## config.mk

```make
export PLATFORM = sky130hd
export DESIGN_NAME = gtxe2_chnl_tx_bufctrl
export DESIGN_NICKNAME = d
export VERILOG_FILES = /design/src/rtl/gtxe2_chnl_pkg.sv /design/src/rtl/gtxe2_chnl_tx_bufctrl.sv
export SDC_FILE = /design/constraint.sdc
export NUM_CORES = 1
export LEC_CHECK = 0
export CORE_ASPECT_RATIO = 0.9
export CORE_MARGIN = 2
export CORE_UTILIZATION = 35
export DETAILED_ROUTE_END_ITERATION = 7
export GPL_TIMING_DRIVEN = 0
export PLACE_DENSITY = 0.64
export SETUP_SLACK_MARGIN = 0.02
export SYNTH_ARGS = -nofsm -noshare
export SYNTH_HDL_FRONTEND = slang
export SYNTH_SLANG_ARGS = --single-unit
```

## constraint.sdc

```tcl
create_clock -name usrclk -period 1.9 [get_ports usrclk]
set_input_delay 0.475 -clock usrclk [delete_from_list [all_inputs] [get_ports usrclk]]
set_output_delay 0.475 -clock usrclk [all_outputs]
set_load 0.03 [all_outputs]
```

## src/rtl/gtxe2_chnl_pkg.sv

```systemverilog
// Shared definitions for the GTXE2 channel TX blocks.
// Holds the TX buffer controller state encoding and the bit positions
// inside the two-bit TXBUFSTATUS word.
package gtxe2_chnl_pkg;

    typedef enum logic [2:0] {
        ST_RST   = 3'd0,
        ST_FLUSH = 3'd1,
        ST_FILL  = 3'd2,
        ST_RUN   = 3'd3,
        ST_ERR   = 3'd4
    } bufctrl_state_t;

    // TXBUFSTATUS[0]: buffer at least half full
    localparam int unsigned TXBUFSTATUS_HALF = 0;
    // TXBUFSTATUS[1]: sticky underflow/overflow
    localparam int unsigned TXBUFSTATUS_ERR  = 1;

endpackage

```

## src/rtl/gtxe2_chnl_tx_bufctrl.sv

```systemverilog
// TX buffer controller (usrclk domain).
// Sequences flush and initial fill of the usrclk2->usrclk resync FIFO,
// issues the per-interface-word read strobe aligned to the width-conversion
// phase, detects under/overflow and reports TXBUFSTATUS / TXRESETDONE.
//
// Ports:
//   usrclk         internal TX clock
//   reset          synchronous active-high reset
//   txuserrdy      user ready; low forces the RST state
//   txbufreset_req single-cycle flush request
//   fifo_empty     buffer empty (read side)
//   fifo_full      buffer full (resynced to usrclk)
//   fifo_level     buffer occupancy (read side)
//   fifo_rst       reset to both sides of the buffer
//   rd_en          buffer read strobe
//   word_phase     internal sub-word index 0..div-1
//   txbufstatus    [1] sticky under/overflow, [0] occupancy >= half depth
//   txresetdone    buffer running, data valid
module gtxe2_chnl_tx_bufctrl
    import gtxe2_chnl_pkg::*;
#(
    parameter int unsigned div          = 2,
    parameter int unsigned log_depth    = 3,
    parameter int unsigned flush_cycles = 8,
    parameter int unsigned fill_level   = 4,
    parameter int unsigned fill_timeout = 64,
    parameter int unsigned auto_recover = 1
) (
    input  logic                 usrclk,
    input  logic                 reset,
    input  logic                 txuserrdy,
    input  logic                 txbufreset_req,
    input  logic                 fifo_empty,
    input  logic                 fifo_full,
    input  logic [log_depth:0]   fifo_level,
    output logic                 fifo_rst,
    output logic                 rd_en,
    output logic [1:0]           word_phase,
    output logic [1:0]           txbufstatus,
    output logic                 txresetdone
);

    localparam int unsigned LVL_W   = log_depth + 1;
    localparam int unsigned CNT_MAX = (flush_cycles > fill_timeout) ? flush_cycles : fill_timeout;
    localparam int unsigned CNT_W   = (CNT_MAX > 1) ? $clog2(CNT_MAX) : 1;

    localparam logic [CNT_W-1:0] FLUSH_LAST   = CNT_W'(flush_cycles - 1);
    localparam logic [CNT_W-1:0] TIMEOUT_LAST = CNT_W'(fill_timeout - 1);
    localparam logic [1:0]       PHASE_LAST   = 2'(div - 1);
    localparam logic [LVL_W-1:0] FILL_THR     = LVL_W'(fill_level);
    localparam logic [LVL_W-1:0] HALF_THR     = LVL_W'(1 << (log_depth - 1));

    bufctrl_state_t   state;
    logic [CNT_W-1:0] counter;

    logic [1:0] phase_next;
    logic       phase_last;
    logic       fill_ok;
    logic       level_half;
    logic       run_fault;

    always_comb begin
        phase_last = (word_phase == PHASE_LAST);
        phase_next = phase_last ? '0 : word_phase + 2'd1;
        fill_ok    = (fifo_level >= FILL_THR);
        level_half = (fifo_level >= HALF_THR);
        // rd_en is the registered strobe actually seen by the buffer, so an
        // underflow is a strobe landing on an empty buffer in this cycle.
        run_fault  = (rd_en && fifo_empty) || fifo_full;
    end

    always_ff @(posedge usrclk) begin
        if (reset) begin
            state       <= ST_RST;
            fifo_rst    <= 1'b1;
            rd_en       <= 1'b0;
            word_phase  <= '0;
            txbufstatus <= '0;
            txresetdone <= 1'b0;
            counter     <= '0;
        end else begin
            // rd_en is a single-cycle pulse unless re-armed below.
            rd_en <= 1'b0;
            if (!txuserrdy) begin
                // Sticky error bit survives until the next flush.
                state                         <= ST_RST;
                fifo_rst                      <= 1'b1;
                word_phase                    <= '0;
                counter                       <= '0;
                txbufstatus[TXBUFSTATUS_HALF] <= 1'b0;
                txresetdone                   <= 1'b0;
            end else begin
                case (state)
                    ST_RST: begin
                        state       <= ST_FLUSH;
                        fifo_rst    <= 1'b1;
                        word_phase  <= '0;
                        counter     <= '0;
                        txbufstatus <= '0;
                        txresetdone <= 1'b0;
                    end
                    ST_FLUSH: begin
                        if (counter == FLUSH_LAST) begin
                            state    <= ST_FILL;
                            fifo_rst <= 1'b0;
                            counter  <= '0;
                        end else begin
                            counter <= counter + 1'b1;
                        end
                    end
                    ST_FILL, ST_RUN, ST_ERR: begin
                        word_phase                    <= phase_next;
                        txbufstatus[TXBUFSTATUS_HALF] <= level_half;
                        // A flush request outranks fault detection in the same cycle.
                        if (txbufreset_req || (state == ST_ERR && auto_recover != 0)) begin
                            state       <= ST_FLUSH;
                            fifo_rst    <= 1'b1;
                            word_phase  <= '0;
                            counter     <= '0;
                            txbufstatus <= '0;
                            txresetdone <= 1'b0;
                        end else if (state == ST_FILL) begin
                            if (fill_ok && phase_last) begin
                                state       <= ST_RUN;
                                rd_en       <= 1'b1;
                                txresetdone <= 1'b1;
                                counter     <= '0;
                            end else if (counter == TIMEOUT_LAST) begin
                                state                        <= ST_ERR;
                                txbufstatus[TXBUFSTATUS_ERR] <= 1'b1;
                                counter                      <= '0;
                            end else begin
                                counter <= counter + 1'b1;
                            end
                        end else if (state == ST_RUN) begin
                            if (run_fault) begin
                                state                        <= ST_ERR;
                                txbufstatus[TXBUFSTATUS_ERR] <= 1'b1;
                                txresetdone                  <= 1'b0;
                            end else begin
                                rd_en <= phase_last;
                            end
                        end
                    end
                    default: begin
                        state       <= ST_RST;
                        fifo_rst    <= 1'b1;
                        word_phase  <= '0;
                        counter     <= '0;
                        txbufstatus <= '0;
                        txresetdone <= 1'b0;
                    end
                endcase
            end
        end
    end

endmodule

```

==> impl_metrics.prom <==
# TYPE chip_impl_metric gauge
chip_impl_info{name="timing.critical_path.slowest_stage_cell",value="clkdlybuf4s50_1"} 1
chip_impl_metric{name="gp_congestion",unit=""} 0.909
chip_impl_info{name="cts_root_buf",value="clkbuf_4"} 1
chip_impl_metric{name="max_slew.worst_pin.slew",unit="ps"} 595
chip_impl_info{name="criticalPathCategory",value="reg -> out"} 1
chip_impl_metric{name="sequentialPowerShare",unit=""} 0.535
chip_impl_metric{name="time_the_worst_path_needs_with_i_o_delays_and_setup",unit="ps"} 1820
chip_impl_metric{name="total_overflow_reported_by_the_global_router",unit=""} 0
chip_impl_metric{name="power.leakage",unit="nW"} 0.396
chip_impl_metric{name="global_route.usage.met2",unit=""} 0.225
chip_impl_metric{name="synth-compound-area-share",unit=""} 0.236
chip_impl_metric{name="vias_per_cell",unit=""} 5.44
chip_impl_metric{name="wl_per_cell",unit="um"} 12.9
chip_impl_metric{name="finish.utilization",unit=""} 0.480
chip_impl_info{name="grt-busiest-layer",value="met2"} 1
chip_impl_metric{name="hpwlAfterDp",unit="mm"} 1.40
chip_impl_metric{name="post-layout-total-power",unit="mW"} 0.637
chip_impl_info{name="setup.worst_path.end_class",value="output port"} 1
chip_impl_metric{name="setup_viol",unit=""} 0
chip_impl_metric{name="drt-pass1-iter-count",unit=""} 4
chip_impl_metric{name="synth_enable_flop_cells",unit=""} 0
chip_impl_metric{name="syn_inst",unit=""} 102
chip_impl_metric{name="grt_first_pass_wirelength",unit="mm"} 3.39
chip_impl_metric{name="hold_buffers_post_cts",unit=""} 0
chip_impl_metric{name="core",unit="um^2"} 2240
chip_impl_metric{name="total_number_of_vias",unit=""} 799
chip_impl_info{name="synth_flop_type",value="dfxtp_1"} 1
chip_impl_metric{name="antenna_found_initial",unit=""} 0
chip_impl_metric{name="yosysSeqAreaShare",unit=""} 0.374
chip_impl_metric{name="synth.distinct_cells",unit=""} 40
chip_impl_metric{name="first_iter_violations",unit=""} 16
chip_impl_info{name="cell_chain_of_the_critical_path",value="clkdlybuf4s50_1"} 1
chip_impl_metric{name="cts_inserted_buffers",unit=""} 3
chip_impl_metric{name="power_per_cell_area",unit="nW/um^2"} 592
chip_impl_metric{name="fmaxAchievable",unit="MHz"} 551
chip_impl_metric{name="synth-seq-cells",unit=""} 16
chip_impl_metric{name="detail_route.wirelength",unit="mm"} 1.89
chip_impl_metric{name="syn_area_per_cell",unit="um^2"} 8.40
chip_impl_metric{name="htree_levels",unit=""} 1
chip_impl_info{name="cts_tree",value="yes"} 1
chip_impl_metric{name="crit_path_max_fanout",unit=""} 3
chip_impl_metric{name="worstPathArrival",unit="ps"} 1340
chip_impl_metric{name="synthesis.area",unit="um^2"} 857
chip_impl_metric{name="synth.yosys.warnings",unit=""} 0
chip_impl_metric{name="synth-simple-area-share",unit=""} 0.273
chip_impl_metric{name="grt_use_met1",unit=""} 0.204
chip_impl_metric{name="internal_power",unit="mW"} 0.488
chip_impl_metric{name="placement.io_buffers",unit=""} 14
chip_impl_info{name="synth_largest_area_cell",value="dfxtp_1"} 1
chip_impl_metric{name="yosys.area_share.adder",unit=""} 0.0146
chip_impl_metric{name="cap_viol_max_count",unit=""} 0
chip_impl_metric{name="grt_usage",unit=""} 0.150
chip_impl_info{name="critical-path-top-delay-family",value="buffers and inverters"} 1
chip_impl_metric{name="via_count_of_the_first_global_routing_pass",unit=""} 748
chip_impl_metric{name="postSynthNetCount",unit=""} 113
chip_impl_metric{name="worst-endpoint-required",unit="ps"} 1420
chip_impl_metric{name="worst_setup_hold_path_clk_slew",unit="ps"} 90
chip_impl_metric{name="post-cts-setup-buffers",unit=""} 0
chip_impl_metric{name="gr-usage-met3",unit=""} 0.0506
chip_impl_metric{name="fp-row-count",unit=""} 16
chip_impl_metric{name="power.share.switching",unit=""} 0.235
chip_impl_metric{name="drv_slew",unit=""} 0
chip_impl_metric{name="n_antenna_cell",unit=""} 0
chip_impl_metric{name="postSynth.asyncResetShare",unit=""} 0
chip_impl_metric{name="clock_sink_count",unit=""} 16
chip_impl_metric{name="netlist.area_leader.share",unit=""} 0.374
chip_impl_metric{name="die-height",unit="um"} 50.9
chip_impl_metric{name="critPathBufInv",unit=""} 1
chip_impl_metric{name="fin_crit_sh",unit=""} 0.955
chip_impl_info{name="result_of_the_run",value="completed"} 1
chip_impl_metric{name="die-area",unit="um^2"} 2860
chip_impl_metric{name="io_pins",unit=""} 17
chip_impl_info{name="hold_path.class",value="reg -> reg"} 1
chip_impl_info{name="dominant_combinational_cell_family_by_area_after_synthesis",value="simple AND/OR/NAND/NOR gates"} 1
chip_impl_metric{name="nNetsFinal",unit=""} 132
chip_impl_metric{name="clock_power_share",unit=""} 0.356
chip_impl_info{name="rsz0062_at_grt",value="no"} 1
chip_impl_metric{name="starting_density_of_the_core",unit=""} 0.382
chip_impl_metric{name="yosys-mux-area-fraction",unit=""} 0.0234
chip_impl_metric{name="total_switching_power",unit="mW"} 0.150
chip_impl_info{name="synth.area.top_cells",value="dfxtp_1 37%, nor2_1 6.6%, a21oi_1 5.3%"} 1
chip_impl_metric{name="fp.dieW",unit="um"} 56.2
chip_impl_metric{name="critPathMaxStageDelay",unit="ps"} 680
chip_impl_metric{name="max_slew_margin",unit=""} 0.602
chip_impl_metric{name="final_antenna_net_count",unit=""} 0
chip_impl_metric{name="insertion_delay",unit="ps"} 290
chip_impl_metric{name="pwr-share-comb",unit=""} 0.109
chip_impl_metric{name="vdd_drop_max",unit="uV"} 313
chip_impl_info{name="critPathLaunchType",value="flip-flop"} 1
chip_impl_metric{name="max-clock-path-buffers",unit=""} 2
chip_impl_metric{name="post_route_cells_drive_above_1_share",unit=""} 0.100
chip_impl_metric{name="area.growth.synth_to_final",unit="%"} 25.7
chip_impl_metric{name="hold_viol",unit=""} 0
chip_impl_metric{name="placedCellCount",unit=""} 143
chip_impl_metric{name="synthXorXnorAreaFrac",unit=""} 0.0409
chip_impl_metric{name="remaining_drc_errors",unit=""} 0
chip_impl_metric{name="final_cell_count_no_fill",unit=""} 147
chip_impl_metric{name="grt_max_degree",unit=""} 11
chip_impl_metric{name="fin_worst_skew",unit="ps"} 1.96
[layout make-up]
| cell class | instances | area, um^2 |
|---|---|---|
| well taps | 27 | 33.8 |
| multi-input cells | 79 | 512 |
| inverters | 2 | 7.51 |
| fillers | 242 | 1160 |
| plain buffers | 5 | 25.0 |
| clock buffers | 4 | 36.3 |
| flip-flops and latches | 16 | 320 |
| repair buffers | 14 | 143 |
[timing repair]
| action | 4_1_cts | 5_1_grt |
|---|---|---|
| resized for setup | 0 | 2 |
| setup endpoints to repair | 0 | 5 |
| endpoints found under the hold margin | 0 | 0 |
[cell usage after synthesis, types with 2 or more instances]
cell type and number:
a31oi_1 2, nor3b_1 2, o21ai_0 2, nor2b_1 5, nand2_1 6, xnor2_1 3
buf_2 2, and3_1 2, nand4_1 2, nand3_1 3, a21oi_1 9, mux2i_1 2
dfxtp_1 16, nor2_1 15, or3b_1 2, inv_1 2, a211oi_1 2, nor3_1 3
[per-stage QoR]
step	setup WS, ps	setup TNS, ps	area (um^2)	hold WS, ps
floorplan	370	0	857	491
global placement	-166	-1340	1030	470
detailed placement	-240	-1770	1030	483
CTS	61.7	0	1070	505
global route	29.1	0	1080	521
finish	84.9	0	1080	495
[routing by layer]
metal  up-vias  wire [um]  share of wire
li1        405          -              -
met1       362        921           0.49
met2        27        813           0.43
met3         5        131          0.069
met4         0         22          0.012
met5         -          0              0
[logic make-up after synthesis]
kind of cell             Yosys count
AO/OA/AOI/OAI                     27
XOR/XNOR                           4
adder cells (fa/ha/maj)            1
buffers and inverters              7
flip-flops                        16
multiplexers                       2
AND/OR/NAND/NOR                   45
[final timing paths]
path / cells after the start / to / start / slack (ps)
max: 1 / word_phase[1] / word_phase[1] / 80
min: 1 / fifo_rst / fifo_rst / 500
max reg2reg: 5 / state[1] / counter[0] / 300
min reg2reg: 1 / fifo_rst / fifo_rst / 500
[power groups by stage]
stage	Sequential [mW]	Combinational (mW)	Clock [mW]
6_report	0.341	0.0697	0.227
5_1_grt	0.342	0.0779	0.254
4_1_cts	0.341	0.0692	0.236
3_5_place_dp	0.349	0.0690	0
3_3_place_gp	0.349	0.0674	0
2_1_floorplan	0.349	0.0410	0
[sequential cells by signal (all words and copies together), names as in the netlist]
signal,flops
counter,6
state,3
txbufstatus,2
word_phase,2
fifo_rst,1
rd_en,1
txresetdone,1
[cell usage in the layout, fill, tap and decap left out, drive strengths merged, types with 3 or more instances in the layout]
cell,count
dfxtp,16
nor2,15
clkdlybuf4s50,13
a21oi,10
nand2,6
nor2b,5
clkbuf,5
buf,4
nor3,3
nand3,3
xnor2,3
a211oi,3
a31oi,3
Note: power is estimated with default switching activity, not from simulation.
